$ cat config.mk
export PLATFORM = sky130hd
export DESIGN_NAME = calc_mp_core
export DESIGN_NICKNAME = d
export VERILOG_FILES = /design/src/rtl/calc_mp_core.sv
export SDC_FILE = /design/constraint.sdc
export NUM_CORES = 2
export LEC_CHECK = 0
export CORE_MARGIN = 5
export CORE_UTILIZATION = 30
export CTS_BUF_LIST = sky130_fd_sc_hd__clkbuf_8
export DETAILED_ROUTE_END_ITERATION = 10
export PLACE_DENSITY_LB_ADDON = 0.08
export SKIP_LAST_GASP = 1
export SYNTH_ARGS = -nofsm -noshare
export SYNTH_HDL_FRONTEND = slang
export SYNTH_SLANG_ARGS = --single-unit
$ cat constraint.sdc
create_clock -name c_clk -period 12.59 [get_ports c_clk]
set_input_delay 1.8885 -clock c_clk [delete_from_list [all_inputs] [get_ports c_clk]]
set_output_delay 1.8885 -clock c_clk [all_outputs]
set_load 0.005 [all_outputs]
$ cat src/rtl/calc_mp_core.sv
// Multi-port add/sub/shift calculator: per-port two-cycle command capture into a small
// FIFO, round-robin grant of one FIFO head per cycle into a shared registered ALU.
//
// state  | meaning
// S_IDLE | waiting for a command; invalid commands are queued at once
// S_OP2  | opcode and operand 1 held; this cycle's data is operand 2
module calc_mp_core #(
    parameter int NUM_PORTS  = 4,
    parameter int DATA_W     = 32,
    parameter int FIFO_DEPTH = 4
) (
    input  logic                        c_clk,
    input  logic                        reset,
    input  logic [4*NUM_PORTS-1:0]      req_cmd_in,
    input  logic [DATA_W*NUM_PORTS-1:0] req_data_in,
    output logic [2*NUM_PORTS-1:0]      out_resp,
    output logic [DATA_W*NUM_PORTS-1:0] out_data,
    output logic [NUM_PORTS-1:0]        req_busy
);

    localparam int PTR_W = (NUM_PORTS > 1) ? $clog2(NUM_PORTS) : 1;
    localparam int FP_W  = $clog2(FIFO_DEPTH);
    localparam int CNT_W = $clog2(FIFO_DEPTH + 1);
    localparam int SH_W  = $clog2(DATA_W);

    localparam logic [3:0] CMD_NOP = 4'd0;
    localparam logic [3:0] CMD_ADD = 4'd1;
    localparam logic [3:0] CMD_SUB = 4'd2;
    localparam logic [3:0] CMD_SHL = 4'd5;
    localparam logic [3:0] CMD_SHR = 4'd6;

    localparam logic [1:0] RESP_OK  = 2'd1;
    localparam logic [1:0] RESP_OVF = 2'd2;
    localparam logic [1:0] RESP_INV = 2'd3;

    typedef enum logic {S_IDLE = 1'b0, S_OP2 = 1'b1} cap_state_t;

    cap_state_t        state_q  [NUM_PORTS];
    cap_state_t        state_d  [NUM_PORTS];
    logic [3:0]        cmd_q    [NUM_PORTS];
    logic [DATA_W-1:0] op1_q    [NUM_PORTS];
    logic [NUM_PORTS-1:0] cap_en;
    logic [NUM_PORTS-1:0] push;
    logic [NUM_PORTS-1:0] pop;
    logic [3:0]        push_cmd [NUM_PORTS];
    logic [DATA_W-1:0] push_op1 [NUM_PORTS];
    logic [DATA_W-1:0] push_op2 [NUM_PORTS];

    logic [3:0]        mem_cmd  [NUM_PORTS][FIFO_DEPTH];
    logic [DATA_W-1:0] mem_op1  [NUM_PORTS][FIFO_DEPTH];
    logic [DATA_W-1:0] mem_op2  [NUM_PORTS][FIFO_DEPTH];
    logic [FP_W-1:0]   wr_ptr_q [NUM_PORTS];
    logic [FP_W-1:0]   rd_ptr_q [NUM_PORTS];
    logic [CNT_W-1:0]  count_q  [NUM_PORTS];

    logic [PTR_W-1:0]  rr_ptr_q;
    logic              grant_vld;
    logic [PTR_W-1:0]  grant_idx;
    logic [3:0]        head_cmd;
    logic [DATA_W-1:0] head_op1;
    logic [DATA_W-1:0] head_op2;
    logic [DATA_W:0]   sum_ext;
    logic [1:0]        alu_resp;
    logic [DATA_W-1:0] alu_data;

    function automatic logic is_op(input logic [3:0] c);
        return (c == CMD_ADD) || (c == CMD_SUB) || (c == CMD_SHL) || (c == CMD_SHR);
    endfunction

    function automatic logic [FP_W-1:0] fifo_inc(input logic [FP_W-1:0] p);
        return (p == FP_W'(FIFO_DEPTH - 1)) ? '0 : p + FP_W'(1);
    endfunction

    function automatic logic [PTR_W-1:0] rr_idx(input logic [PTR_W-1:0] base, input int off);
        int s;
        s = int'(base) + off;
        if (s >= NUM_PORTS) s = s - NUM_PORTS;
        return PTR_W'(s);
    endfunction

    // One slot stays free for an operation already sitting in S_OP2.
    always_comb begin
        req_busy = '0;
        for (int i = 0; i < NUM_PORTS; i++) begin
            req_busy[i] = (count_q[i] >= CNT_W'(FIFO_DEPTH - 1));
        end
    end

    always_comb begin
        cap_en = '0;
        push   = '0;
        for (int i = 0; i < NUM_PORTS; i++) begin
            state_d[i]  = state_q[i];
            push_cmd[i] = '0;
            push_op1[i] = '0;
            push_op2[i] = '0;
            case (state_q[i])
                S_IDLE: begin
                    if (!req_busy[i] && (req_cmd_in[4*i +: 4] != CMD_NOP)) begin
                        if (is_op(req_cmd_in[4*i +: 4])) begin
                            cap_en[i]  = 1'b1;
                            state_d[i] = S_OP2;
                        end else begin
                            push[i]     = 1'b1;
                            push_cmd[i] = req_cmd_in[4*i +: 4];
                        end
                    end
                end
                S_OP2: begin
                    push[i]     = 1'b1;
                    push_cmd[i] = cmd_q[i];
                    push_op1[i] = op1_q[i];
                    push_op2[i] = req_data_in[DATA_W*i +: DATA_W];
                    state_d[i]  = S_IDLE;
                end
                default: state_d[i] = S_IDLE;
            endcase
        end
    end

    always_ff @(posedge c_clk or posedge reset) begin
        if (reset) begin
            for (int i = 0; i < NUM_PORTS; i++) begin
                state_q[i] <= S_IDLE;
                cmd_q[i]   <= '0;
                op1_q[i]   <= '0;
            end
        end else begin
            for (int i = 0; i < NUM_PORTS; i++) begin
                state_q[i] <= state_d[i];
                if (cap_en[i]) begin
                    cmd_q[i] <= req_cmd_in[4*i +: 4];
                    op1_q[i] <= req_data_in[DATA_W*i +: DATA_W];
                end
            end
        end
    end

    always_ff @(posedge c_clk) begin
        for (int i = 0; i < NUM_PORTS; i++) begin
            if (push[i]) begin
                mem_cmd[i][wr_ptr_q[i]] <= push_cmd[i];
                mem_op1[i][wr_ptr_q[i]] <= push_op1[i];
                mem_op2[i][wr_ptr_q[i]] <= push_op2[i];
            end
        end
    end

    always_ff @(posedge c_clk or posedge reset) begin
        if (reset) begin
            for (int i = 0; i < NUM_PORTS; i++) begin
                wr_ptr_q[i] <= '0;
                rd_ptr_q[i] <= '0;
                count_q[i]  <= '0;
            end
        end else begin
            for (int i = 0; i < NUM_PORTS; i++) begin
                if (push[i]) wr_ptr_q[i] <= fifo_inc(wr_ptr_q[i]);
                if (pop[i])  rd_ptr_q[i] <= fifo_inc(rd_ptr_q[i]);
                case ({push[i], pop[i]})
                    2'b10:   count_q[i] <= count_q[i] + CNT_W'(1);
                    2'b01:   count_q[i] <= count_q[i] - CNT_W'(1);
                    default: ;
                endcase
            end
        end
    end

    // Grant only looks at registered counts, so a fresh push waits one cycle.
    always_comb begin
        grant_vld = 1'b0;
        grant_idx = '0;
        pop       = '0;
        for (int off = 0; off < NUM_PORTS; off++) begin
            if (!grant_vld && (count_q[rr_idx(rr_ptr_q, off)] != '0)) begin
                grant_vld = 1'b1;
                grant_idx = rr_idx(rr_ptr_q, off);
            end
        end
        for (int i = 0; i < NUM_PORTS; i++) begin
            pop[i] = grant_vld && (grant_idx == PTR_W'(i));
        end
    end

    always_comb begin
        head_cmd = mem_cmd[grant_idx][rd_ptr_q[grant_idx]];
        head_op1 = mem_op1[grant_idx][rd_ptr_q[grant_idx]];
        head_op2 = mem_op2[grant_idx][rd_ptr_q[grant_idx]];
        sum_ext  = {1'b0, head_op1} + {1'b0, head_op2};
        alu_resp = RESP_INV;
        alu_data = '0;
        case (head_cmd)
            CMD_ADD: begin
                alu_resp = sum_ext[DATA_W] ? RESP_OVF : RESP_OK;
                alu_data = sum_ext[DATA_W-1:0];
            end
            CMD_SUB: begin
                alu_resp = (head_op2 > head_op1) ? RESP_OVF : RESP_OK;
                alu_data = head_op1 - head_op2;
            end
            CMD_SHL: begin
                alu_resp = RESP_OK;
                alu_data = head_op1 << head_op2[SH_W-1:0];
            end
            CMD_SHR: begin
                alu_resp = RESP_OK;
                alu_data = head_op1 >> head_op2[SH_W-1:0];
            end
            default: ;
        endcase
    end

    always_ff @(posedge c_clk or posedge reset) begin
        if (reset) begin
            rr_ptr_q <= '0;
            out_resp <= '0;
            out_data <= '0;
        end else begin
            out_resp <= '0;
            out_data <= '0;
            for (int i = 0; i < NUM_PORTS; i++) begin
                if (pop[i]) begin
                    out_resp[2*i +: 2]           <= alu_resp;
                    out_data[DATA_W*i +: DATA_W] <= alu_data;
                end
            end
            if (grant_vld) rr_ptr_q <= rr_idx(grant_idx, 1);
        end
    end

endmodule

==> results.sh <==
export IMPL_ys_warnings_count=0
export IMPL_synth_top_family_by_area="simple AND/OR/NAND/NOR gates"
export IMPL_syn_nets=5541
export IMPL_rows=170
export IMPL_synth_edf_count=1088
export IMPL_timing_final_crit_share_pct=78.6
export IMPL_ant_nets=0
export IMPL_start_util_pct=30.2
export IMPL_tritoncts="done"
export IMPL_cts_buffers=278
export IMPL_skew_ns=0.101
export IMPL_synth_ff_type="edfxtp_1"
export IMPL_cp_data_required_time_ns=13.36
export IMPL_grt_pass1_wl_um=348000
export IMPL_numClockSinks=1402
export IMPL_critical_path_arrival_ns=10.67
export IMPL_cts_resized=0
export IMPL_fin_util_pct=35.3
export IMPL_maxSlewViolCount=0
export IMPL_die_y_um=475
export IMPL_cap_violations=0
export IMPL_clockBufferDepth=4
export IMPL_fin_crit_ns=9.89
export IMPL_area_growth_pct=17.1
export IMPL_finalSetupViolations=0
export IMPL_status="complete, no violations"
export IMPL_worstSetupStartpoint="count_q[7]$_DFFE_PP0P_"
export IMPL_wl_per_cell_um=28.7
export IMPL_slew_headroom_pct=21.0
export IMPL_cts_hold_buf=0
export IMPL_reg2reg_from="count_q[7]$_DFFE_PP0P_"
export IMPL_hp_class="register to register"
export IMPL_critPathMaxStageDelay_ns=0.76
export IMPL_reg2regPathDepth=25
export IMPL_synth_simple_area_share_pct=14.4
export IMPL_dieArea_um2=225000
export IMPL_synth_cell_type_count=96
export IMPL_postCtsSetupBuffers=0
export IMPL_dr_pass1_iters=5
export IMPL_dpl_hpwl_um=157000
export IMPL_synthArstFlopShare_pct=22.4
export IMPL_overflow=0
export IMPL_io_pins=286
export IMPL_first_iter_violations=3904
export IMPL_cts_root_buf="clkbuf_8"
export IMPL_timing_reg2reg_setup_slack_ns=2.70
export IMPL_drc_errors=0
export IMPL_cp_slowest_cell="o22a_4"
export IMPL_rr_endpoint="out_data[122]$_DFF_PP0_"
export IMPL_drive_gt1_share_pct=11.0
export IMPL_worstSetupStartpointType="register"
export IMPL_path_buf_inv=3
export IMPL_synth_compound_area_share_pct=5.71
export IMPL_wirelength_um=249000
export IMPL_io_buffers=285
export IMPL_fp_dieW_um=475
export IMPL_core_area_um2=215000
export IMPL_crit_cells=25
export IMPL_viasPerCell=5.10
export IMPL_path_class="register to register"
export IMPL_fillers=21200
export IMPL_synth_xor_area_share_pct=0.405
export IMPL_synth_seq_cells=1402
export IMPL_rsz0062_at_grt="false"
export IMPL_antenna_found_initial=14
export IMPL_grt_pass1_vias=45000
export IMPL_ys_seq_area_share_pct=62.5
export IMPL_grt_max_degree=145
export IMPL_tns_ns=0
export IMPL_cp_endpoint="out_data[122]$_DFF_PP0_"
export IMPL_synth_area_mux_share_pct=11.8
export IMPL_syn_area_um2=64800
export IMPL_hold_viol_final=0
export IMPL_clock_latency_ns=1.01
export IMPL_synthAdderAreaFrac_pct=2.00
export IMPL_cp_top_family="compound AO/OA/AOI/OAI gates"
export IMPL_path_max_fanout=56
export IMPL_syn_inst=5295
export IMPL_nets=5884
export IMPL_fmax_mhz=101
export IMPL_grt_usage_pct=21.7
export IMPL_crit_path_end_kind="register"
export IMPL_cts_htree_levels=5
export IMPL_num_vias=44300
export IMPL_clk_pin_slew_ns=0.05
export IMPL_place_gp_congestion=0.870
export IMPL_max_slew_worst_pin_slew_ns=1.19
export IMPL_avgSynthCellArea_um2=12.2
-- synth_stat cells, types with 8 or more instances --
cell	number	area, µm²
edfxtp_1	1088	32700
nand2_1	917	3440
mux2i_1	633	6340
nand3_1	363	1820
dfrtp_1	314	7860
nor2_1	276	1040
and2_1	274	1710
clkbuf_1	184	691
a21oi_1	161	806
inv_1	125	469
ha_1	94	1180
mux2_2	88	991
buf_2	73	365
o21ai_0	58	290
nor3_1	51	255
o21a_1	34	255
buf_4	32	240
nand4_1	32	200
buf_1	31	116
o211ai_1	25	188
a21o_1	24	180
nor2b_1	22	138
o22ai_1	22	138
a211oi_1	21	158
o221ai_1	18	158
xnor2_1	18	158
and3_1	17	106
or3_1	17	106
nand2b_1	15	93.8
nor4_1	15	93.8
o21bai_1	15	113
mux4_2	14	315
o32ai_1	14	123
xor2_1	12	105
o2111ai_1	11	96.3
a31oi_1	10	62.6
or2_2	9	56.3
a2111oi_2	8	120
a21boi_0	8	60.1
-- kinds of logic after synthesis --
family	Yosys count
multiplexers	737
buffers and inverters	460
AND/OR/NAND/NOR	2040
flip-flops	1402
AO/OA/AOI/OAI	526
adder cells (fa/ha/maj)	100
XOR/XNOR	30
-- tightest hold or removal path, cell delays in order, from the launching register on --
cell and delay, ns:
dfrtp_1 0.33, nand2_1 0.05, nand2_1 0.05
-- through the flow --
step	worst slack, ns	instance area [µm²]	instances	hold slack (ns)
CTS	2.74	75900	8674	0.469
detailed placement	2.82	70800	8196	0.455
global route	2.03	75900	8676	0.485
global placement	2.96	70800	8196	0.450
finish	2.70	75900	8679	0.463
floorplan	2.02	64800	5295	0.437
-- state kept, by name, indices dropped and copies added, names as in the netlist --
| name | count |
|---|---|
| cmd_q | 16 |
| count_q | 12 |
| mem_cmd | 64 |
| mem_op1 | 512 |
| mem_op2 | 512 |
| op1_q | 128 |
| out_data | 128 |
| out_resp | 8 |
| rd_ptr_q | 8 |
| rr_ptr_q | 2 |
| state_q | 4 |
| wr_ptr_q | 8 |
-- cells in the final DEF (no fill, tap or decap), types with 17 or more instances in the layout --
cell and instances:
a211oi_1 19, a21o_1 24, a21oi_1 161, and2_1 273, buf_4 100, clkbuf_8 308, clkdlybuf4s50_1 285, clkinv_1 26
clkinv_2 22, dfrtp_1 310, edfxtp_1 1088, ha_1 94, inv_1 236, mux2_2 88, mux2i_1 633, nand2_1 916
nand3_1 363, nand4_1 32, nor2_1 276, nor3_1 51, o211ai_1 25, o21a_1 34, o21ai_0 58, o221ai_1 18
o22ai_1 22, or3_1 17, xnor2_1 18
-- worst min-delay path by stage --
| stage | depth (start not counted) | end | from | slack, ns |
|---|---|---|---|---|
| floorplan | 2 | op1_q[100]$_DFFE_PP0P_ | op1_q[100]$_DFFE_PP0P_ | 0.44 |
| global placement | 2 | op1_q[5]$_DFFE_PP0P_ | op1_q[5]$_DFFE_PP0P_ | 0.45 |
| detailed placement | 2 | op1_q[97]$_DFFE_PP0P_ | op1_q[97]$_DFFE_PP0P_ | 0.45 |
| CTS | 2 | op1_q[115]$_DFFE_PP0P_ | op1_q[115]$_DFFE_PP0P_ | 0.47 |
| global route | 2 | op1_q[110]$_DFFE_PP0P_ | op1_q[110]$_DFFE_PP0P_ | 0.48 |
| finish | 2 | op1_q[115]$_DFFE_PP0P_ | op1_q[115]$_DFFE_PP0P_ | 0.46 |
-- per-layer routing --
| metal | GRT usage [%] | wire length [µm] |
|---|---|---|
| met1 | 30.9 | 117000 |
| met5 | 0 | 0 |
| met4 | 5.77 | 6370 |
| met2 | 34.4 | 113000 |
| met3 | 3.48 | 12600 |
-- area by class of cell --
class / count / area [µm²] / area share [%]
clock buffers: 308 / 4240 / 5.59
well taps: 2838 / 3550 / 4.68
multi-input cells: 3433 / 22500 / 29.6
clock inverters: 170 / 853 / 1.12
flip-flops and latches: 1402 / 40500 / 53.4
repair buffers: 389 / 3680 / 4.85
diodes: 5 / 12.5 / 0.0165
inverters: 134 / 526 / 0.693
Power is left out: the tool's default activity adds up to more than one toggle a clock period on the data nets, which glitch-free logic cannot reach.
